===== config.mk =====
export PLATFORM = sky130hd
export DESIGN_NAME = iq_fir_sched
export DESIGN_NICKNAME = d
export VERILOG_FILES = /design/src/rtl/iq_fir_sched.sv
export SDC_FILE = /design/constraint.sdc
export NUM_CORES = 1
export LEC_CHECK = 0
export ABC_AREA = 0
export BUFFER_PORTS_ARGS = -buffer_cell sky130_fd_sc_hd__clkbuf_2
export CAP_MARGIN = 20
export CORE_UTILIZATION = 46
export CTS_CLUSTER_DIAMETER = 40
export DETAILED_ROUTE_END_ITERATION = 16
export PLACE_DENSITY = 0.87
export REMOVE_ABC_BUFFERS = 1
export SYNTH_ARGS = -nofsm -noshare
export SYNTH_HDL_FRONTEND = slang
export SYNTH_SLANG_ARGS = --single-unit

===== constraint.sdc =====
create_clock -name clk -period 1.6 [get_ports clk]
set_clock_uncertainty 0.2 [all_clocks]
set_input_delay 0.32 -clock clk [delete_from_list [all_inputs] [get_ports clk]]
set_output_delay 0.32 -clock clk [all_outputs]
set_load 0.02 [all_outputs]

===== src/rtl/iq_fir_sched.sv =====
// iq_fir_sched: shares one symmetric-FIR MAC between the I and Q channels.
// Define SCHED_OVR_CNT_EN to add saturating per-channel overrun counters.
module iq_fir_sched #(
  parameter int NTAP_PAIRS = 5,
  parameter int MAC_LAT    = 2
) (
  input  logic       clk,
  input  logic       resetn,
  input  logic       enable,
  input  logic       i_valid,
  input  logic       q_valid,
  input  logic       clr_ovr,
  output logic       mac_en,
  output logic       mac_ch,
  output logic [2:0] mac_sel,
  output logic       mac_first,
  output logic       mac_last,
  output logic       i_out_valid,
  output logic       q_out_valid,
  output logic       busy,
  output logic       ovr_i,
  output logic       ovr_q,
  output logic [7:0] ovr_cnt_i,
  output logic [7:0] ovr_cnt_q
);

  typedef enum logic {IDLE, RUN} state_t;

  localparam logic [2:0] LAST = 3'(NTAP_PAIRS - 1);

  state_t             state;
  logic [2:0]         cnt;
  logic               pend_i;
  logic               pend_q;
  logic               rr_last;
  logic [MAC_LAT-1:0] p_last;
  logic [MAC_LAT-1:0] p_ch;

  logic free;
  logic elig_i;
  logic elig_q;
  logic gnt_i;
  logic gnt_q;
  logic ovr_ev_i;
  logic ovr_ev_q;

  // A sample strobed this cycle is still settling into its delay line.
  assign free   = (state == IDLE) | (cnt == LAST);
  assign elig_i = pend_i & ~i_valid;
  assign elig_q = pend_q & ~q_valid;
  assign gnt_i  = enable & free & elig_i & (~elig_q | rr_last);
  assign gnt_q  = enable & free & elig_q & (~elig_i | ~rr_last);

  assign ovr_ev_i = i_valid & ((pend_i & ~gnt_i) |
                    ((state == RUN) & ~mac_ch));
  assign ovr_ev_q = q_valid & ((pend_q & ~gnt_q) |
                    ((state == RUN) & mac_ch));

  always_ff @(posedge clk or negedge resetn) begin
    if (!resetn) begin
      state     <= IDLE;
      cnt       <= '0;
      rr_last   <= 1'b1;
      mac_en    <= 1'b0;
      mac_ch    <= 1'b0;
      mac_sel   <= '0;
      mac_first <= 1'b0;
      mac_last  <= 1'b0;
    end else if (gnt_i | gnt_q) begin
      state     <= RUN;
      cnt       <= '0;
      rr_last   <= gnt_q;
      mac_en    <= 1'b1;
      mac_ch    <= gnt_q;
      mac_sel   <= '0;
      mac_first <= 1'b1;
      mac_last  <= 1'b0;
    end else if (state == RUN && cnt != LAST) begin
      cnt       <= cnt + 3'd1;
      mac_sel   <= cnt + 3'd1;
      mac_first <= 1'b0;
      mac_last  <= (cnt + 3'd1 == LAST);
    end else begin
      state     <= IDLE;
      mac_en    <= 1'b0;
      mac_first <= 1'b0;
      mac_last  <= 1'b0;
    end
  end

  always_ff @(posedge clk or negedge resetn) begin
    if (!resetn) begin
      pend_i <= 1'b0;
      pend_q <= 1'b0;
      ovr_i  <= 1'b0;
      ovr_q  <= 1'b0;
    end else begin
      pend_i <= (pend_i & ~gnt_i) | i_valid;
      pend_q <= (pend_q & ~gnt_q) | q_valid;
      ovr_i  <= ovr_ev_i | (ovr_i & ~clr_ovr);
      ovr_q  <= ovr_ev_q | (ovr_q & ~clr_ovr);
    end
  end

  // Result pipe mirrors the MAC latency; its tail drives the strobes.
  always_ff @(posedge clk or negedge resetn) begin
    if (!resetn) begin
      p_last <= '0;
      p_ch   <= '0;
    end else begin
      p_last[0] <= mac_last;
      p_ch[0]   <= mac_ch;
      for (int k = 1; k < MAC_LAT; k++) begin
        p_last[k] <= p_last[k-1];
        p_ch[k]   <= p_ch[k-1];
      end
    end
  end

  assign i_out_valid = p_last[MAC_LAT-1] & ~p_ch[MAC_LAT-1];
  assign q_out_valid = p_last[MAC_LAT-1] & p_ch[MAC_LAT-1];
  assign busy        = mac_en | (|p_last);

`ifdef SCHED_OVR_CNT_EN
  logic [7:0] cnt_i;
  logic [7:0] cnt_q;

  always_ff @(posedge clk or negedge resetn) begin
    if (!resetn) begin
      cnt_i <= '0;
      cnt_q <= '0;
    end else begin
      if (ovr_ev_i && cnt_i != 8'hff) cnt_i <= cnt_i + 8'd1;
      if (ovr_ev_q && cnt_q != 8'hff) cnt_q <= cnt_q + 8'd1;
    end
  end

  assign ovr_cnt_i = cnt_i;
  assign ovr_cnt_q = cnt_q;
`else
  assign ovr_cnt_i = 8'd0;
  assign ovr_cnt_q = 8'd0;
`endif

endmodule


==> impl_metrics.tcl <==
set metrics [dict create \
    outcome "finished, violations left" \
    violations "setup timing" \
    path_buf_inv 1 \
    p_leak_nw 0.484 \
    worst_path_largest_cell_delay_ns 0.39 \
    htreeDepth 1 \
    area_delta_synth_final_pct 15.0 \
    setup_violations 1 \
    critical_path_required_ns 1.08 \
    pin_count 34 \
    yosysMostFrequentCell "buf_4" \
    stdcell_count 116 \
    critPathLaunch "p_last[0]$_DFF_PN0_" \
    antenna_cells 0 \
    die_w_microns 44.1 \
    pre_cts_slack_ns 0.0299 \
    rr_startpoint "cnt[1]$_DFFE_PN0P_" \
    cp-endpoint "busy" \
    start_kind "register" \
    cts_tree "yes" \
    max_cap_viol_count 0 \
    r2r_cells 5 \
    dp_hpwl_microns 1030 \
    initial_core_util_pct 51.8 \
    synthTopCellsByArea "dfrtp_1 (46%), buf_4 (15%), ha_1 (4.6%), dfstp_2 (3.2%), inv_1 (2.8%)" \
    dieArea_sq_mm 0.00195 \
    detail_route.wl_per_cell_microns 11.7 \
    regArea_sq_um 403 \
    numPortBuffers 17 \
    hold_start "clr_ovr" \
    critPathSlowestCell "dfrtp_1" \
    place_congestion 0.815 \
    fin_ws_ns -0.140 \
    yosys_warnings 0 \
    root_buffer "clkbuf_4" \
    clkTransAtPathRegs_ns 0.10 \
    syn_inst 76 \
    crit_path_end_kind "output port" \
    critical-path-top-delay-family "flip-flops" \
    holdCritPathClass "in2reg" \
    grt_max_degree 17 \
    drt_iter0_markers 13 \
    cp_cell_sequence "or3_1 -> clkbuf_8" \
    synthArstFlopShare_pct 100 \
    synth_top_area_cell "dfrtp_1" \
    synthDominantCellAreaShare_pct 45.9 \
    clkLatencyLatePin_ns 0.29 \
    period_needed_ns 1.74 \
    track_usage_pct 15.7 \
    cp.arrival_ns 1.22 \
    path_class "reg2out" \
    multi_input_area_sq_um 342 \
    dpl_cell_area_sq_um 866 \
    seq_area_frac_synth_pct 49.2 \
    fin_nets 110 \
    grt_overflow 0 \
    fin_util_pct 59.6 \
    cp.depth 2 \
    core-area_sq_mm 0.00158 \
    grt_pass1_wl_microns 2130 \
    vias 559 \
    power.density_mw_per_mm2 1920 \
    ys.flop_type "dfrtp_1" \
    synth_commonest_cells "buf_4 (16), dfrtp_1 (15), inv_1 (6), nand2_1 (4), ha_1 (3)" \
    dp_cells 109 \
    rows 14 \
    grt_antenna_before_repair 0 \
    final-hold-violation-count 0 \
    worst_ir_drop_vdd_uv 825 \
    postSynthRegisterBits 16 \
    cts_buffer_depth 2 \
    synth_edf_count 0 \
    yosysUniqueCellTypes 31 \
    antenna_left 0 \
    holdWs_ns 0.0159 \
    slew_violations 0 \
    timing.rr.end "mac_ch$_DFFE_PN0P_" \
    drc 0 \
    cts_made_buffers 3 \
    final_area_sq_um 940 \
    drive_gt1_share_pct 31.0 \
    first_pass_iters 7 \
    ff2ff_setup_slack_ns 0.05 \
    syn_area_per_cell_sq_um 10.8 \
    rsz0062_at_grt "yes" \
    critPathMaxFanout 2 \
    clock_sinks 16 \
    die_y_microns 44.1 \
    grt_pass1_vias 506 \
    min_period_over_period_pct 109 \
    wirelength_microns 1360 \
    clock.fmax_mhz 575 \
    n_fill_cell 130 \
    syn_area_sq_um 817 \
    vias_per_cell 4.82 \
]
-- logic make-up after synthesis --
family                     Yosys count  synth area share [%]
buffers and inverters               22                  17.5
and+or+nand+nor                     19                  14.5
DFF                                 16                  49.2
AOI/OAI and AO/OA                   15                  13.8
adders and majority gates            3                  4.59
other                                1                 0.459
-- power by group --
| part | internal, mW | switching [mW] |
|---|---|---|
| Sequential | 0.579 | 0.110 |
| Clock | 0.0971 | 0.129 |
| Combinational | 0.384 | 0.506 |
| Total | 1.06 | 0.745 |
-- layer usage --
layer / track usage [%] / part of all wire [%]
met1: 18.1 / 41
met2: 25.6 / 50
met3: 3.67 / 5.7
met4: 10.9 / 2.9
met5: 0 / 0
-- what timing repair did --
item / 4_1_cts / 5_1_grt
hold buffers: 1 / 0
endpoints found under the hold margin: 15 / 0
resized for setup: 3 / 2
setup buffers: 1 / 1
setup endpoints to repair: 1 / 2
pin swaps: 1 / 1
-- final cells by class --
type	count	area share (%)
repair buffers	21	13.4
inverters	6	2.40
multi-input cells	53	36.4
flip-flops and latches	16	42.9
well taps	16	2.13
clock buffers	4	2.80
-- placed cells by master (no fill, tap or decap), types with 2 or more instances in the layout --
cell type  synthesis  layout
o22ai_1            2       2
dfrtp_1           15      14
ha_1               3       2
nand2_1            4       4
and2_1             2       2
nor2b_1            2       2
buf_4             16       3
nor2_1             2       2
o21ai_0            2       2
clkbuf_4           0       3
inv_1              6       6
a21oi_1            2       2
conb_1             1      16
clkbuf_2           0      16
-- worst min-delay path by stage --
stage	end	slack (ns)	cells after the start
after CTS	ovr_i$_DFF_PN0_	0.008	2
after detailed placement	ovr_q$_DFF_PN0_	0.06	1
after global placement	p_last[1]$_DFF_PN0_	0.05	1
after global routing	ovr_i$_DFF_PN0_	0.02	2
final	ovr_i$_DFF_PN0_	0.02	2
after floorplan	cnt[0]$_DFFE_PN0P_	-0.18	0
-- worst register-to-register path, stage by stage (launching register included) --
cell and delay, ns:
dfrtp_1 0.41, inv_1 0.12, ha_4 0.15, a21bo_4 0.16, nand2_4 0.06, o32a_1 0.34
-- registers in the layout (all words and copies together), names as in the netlist --
name and cells:
rr_last 1, mac_last 1, p_ch 2, pend_q 1, p_last 2, cnt 3, pend_i 1, state 1
ovr_q 1, ovr_i 1, mac_ch 1, mac_first 1
-- metrics by stage --
step                      total power, mW  setup TNS, ns
after floorplan                      1.25        -0.0174
after global placement               1.46              0
after detailed placement             1.49              0
after CTS                            1.77         -0.151
after global routing                 1.95         -0.193
final                                1.81         -0.140
No activity file was read; power rests on OpenSTA's default activity.
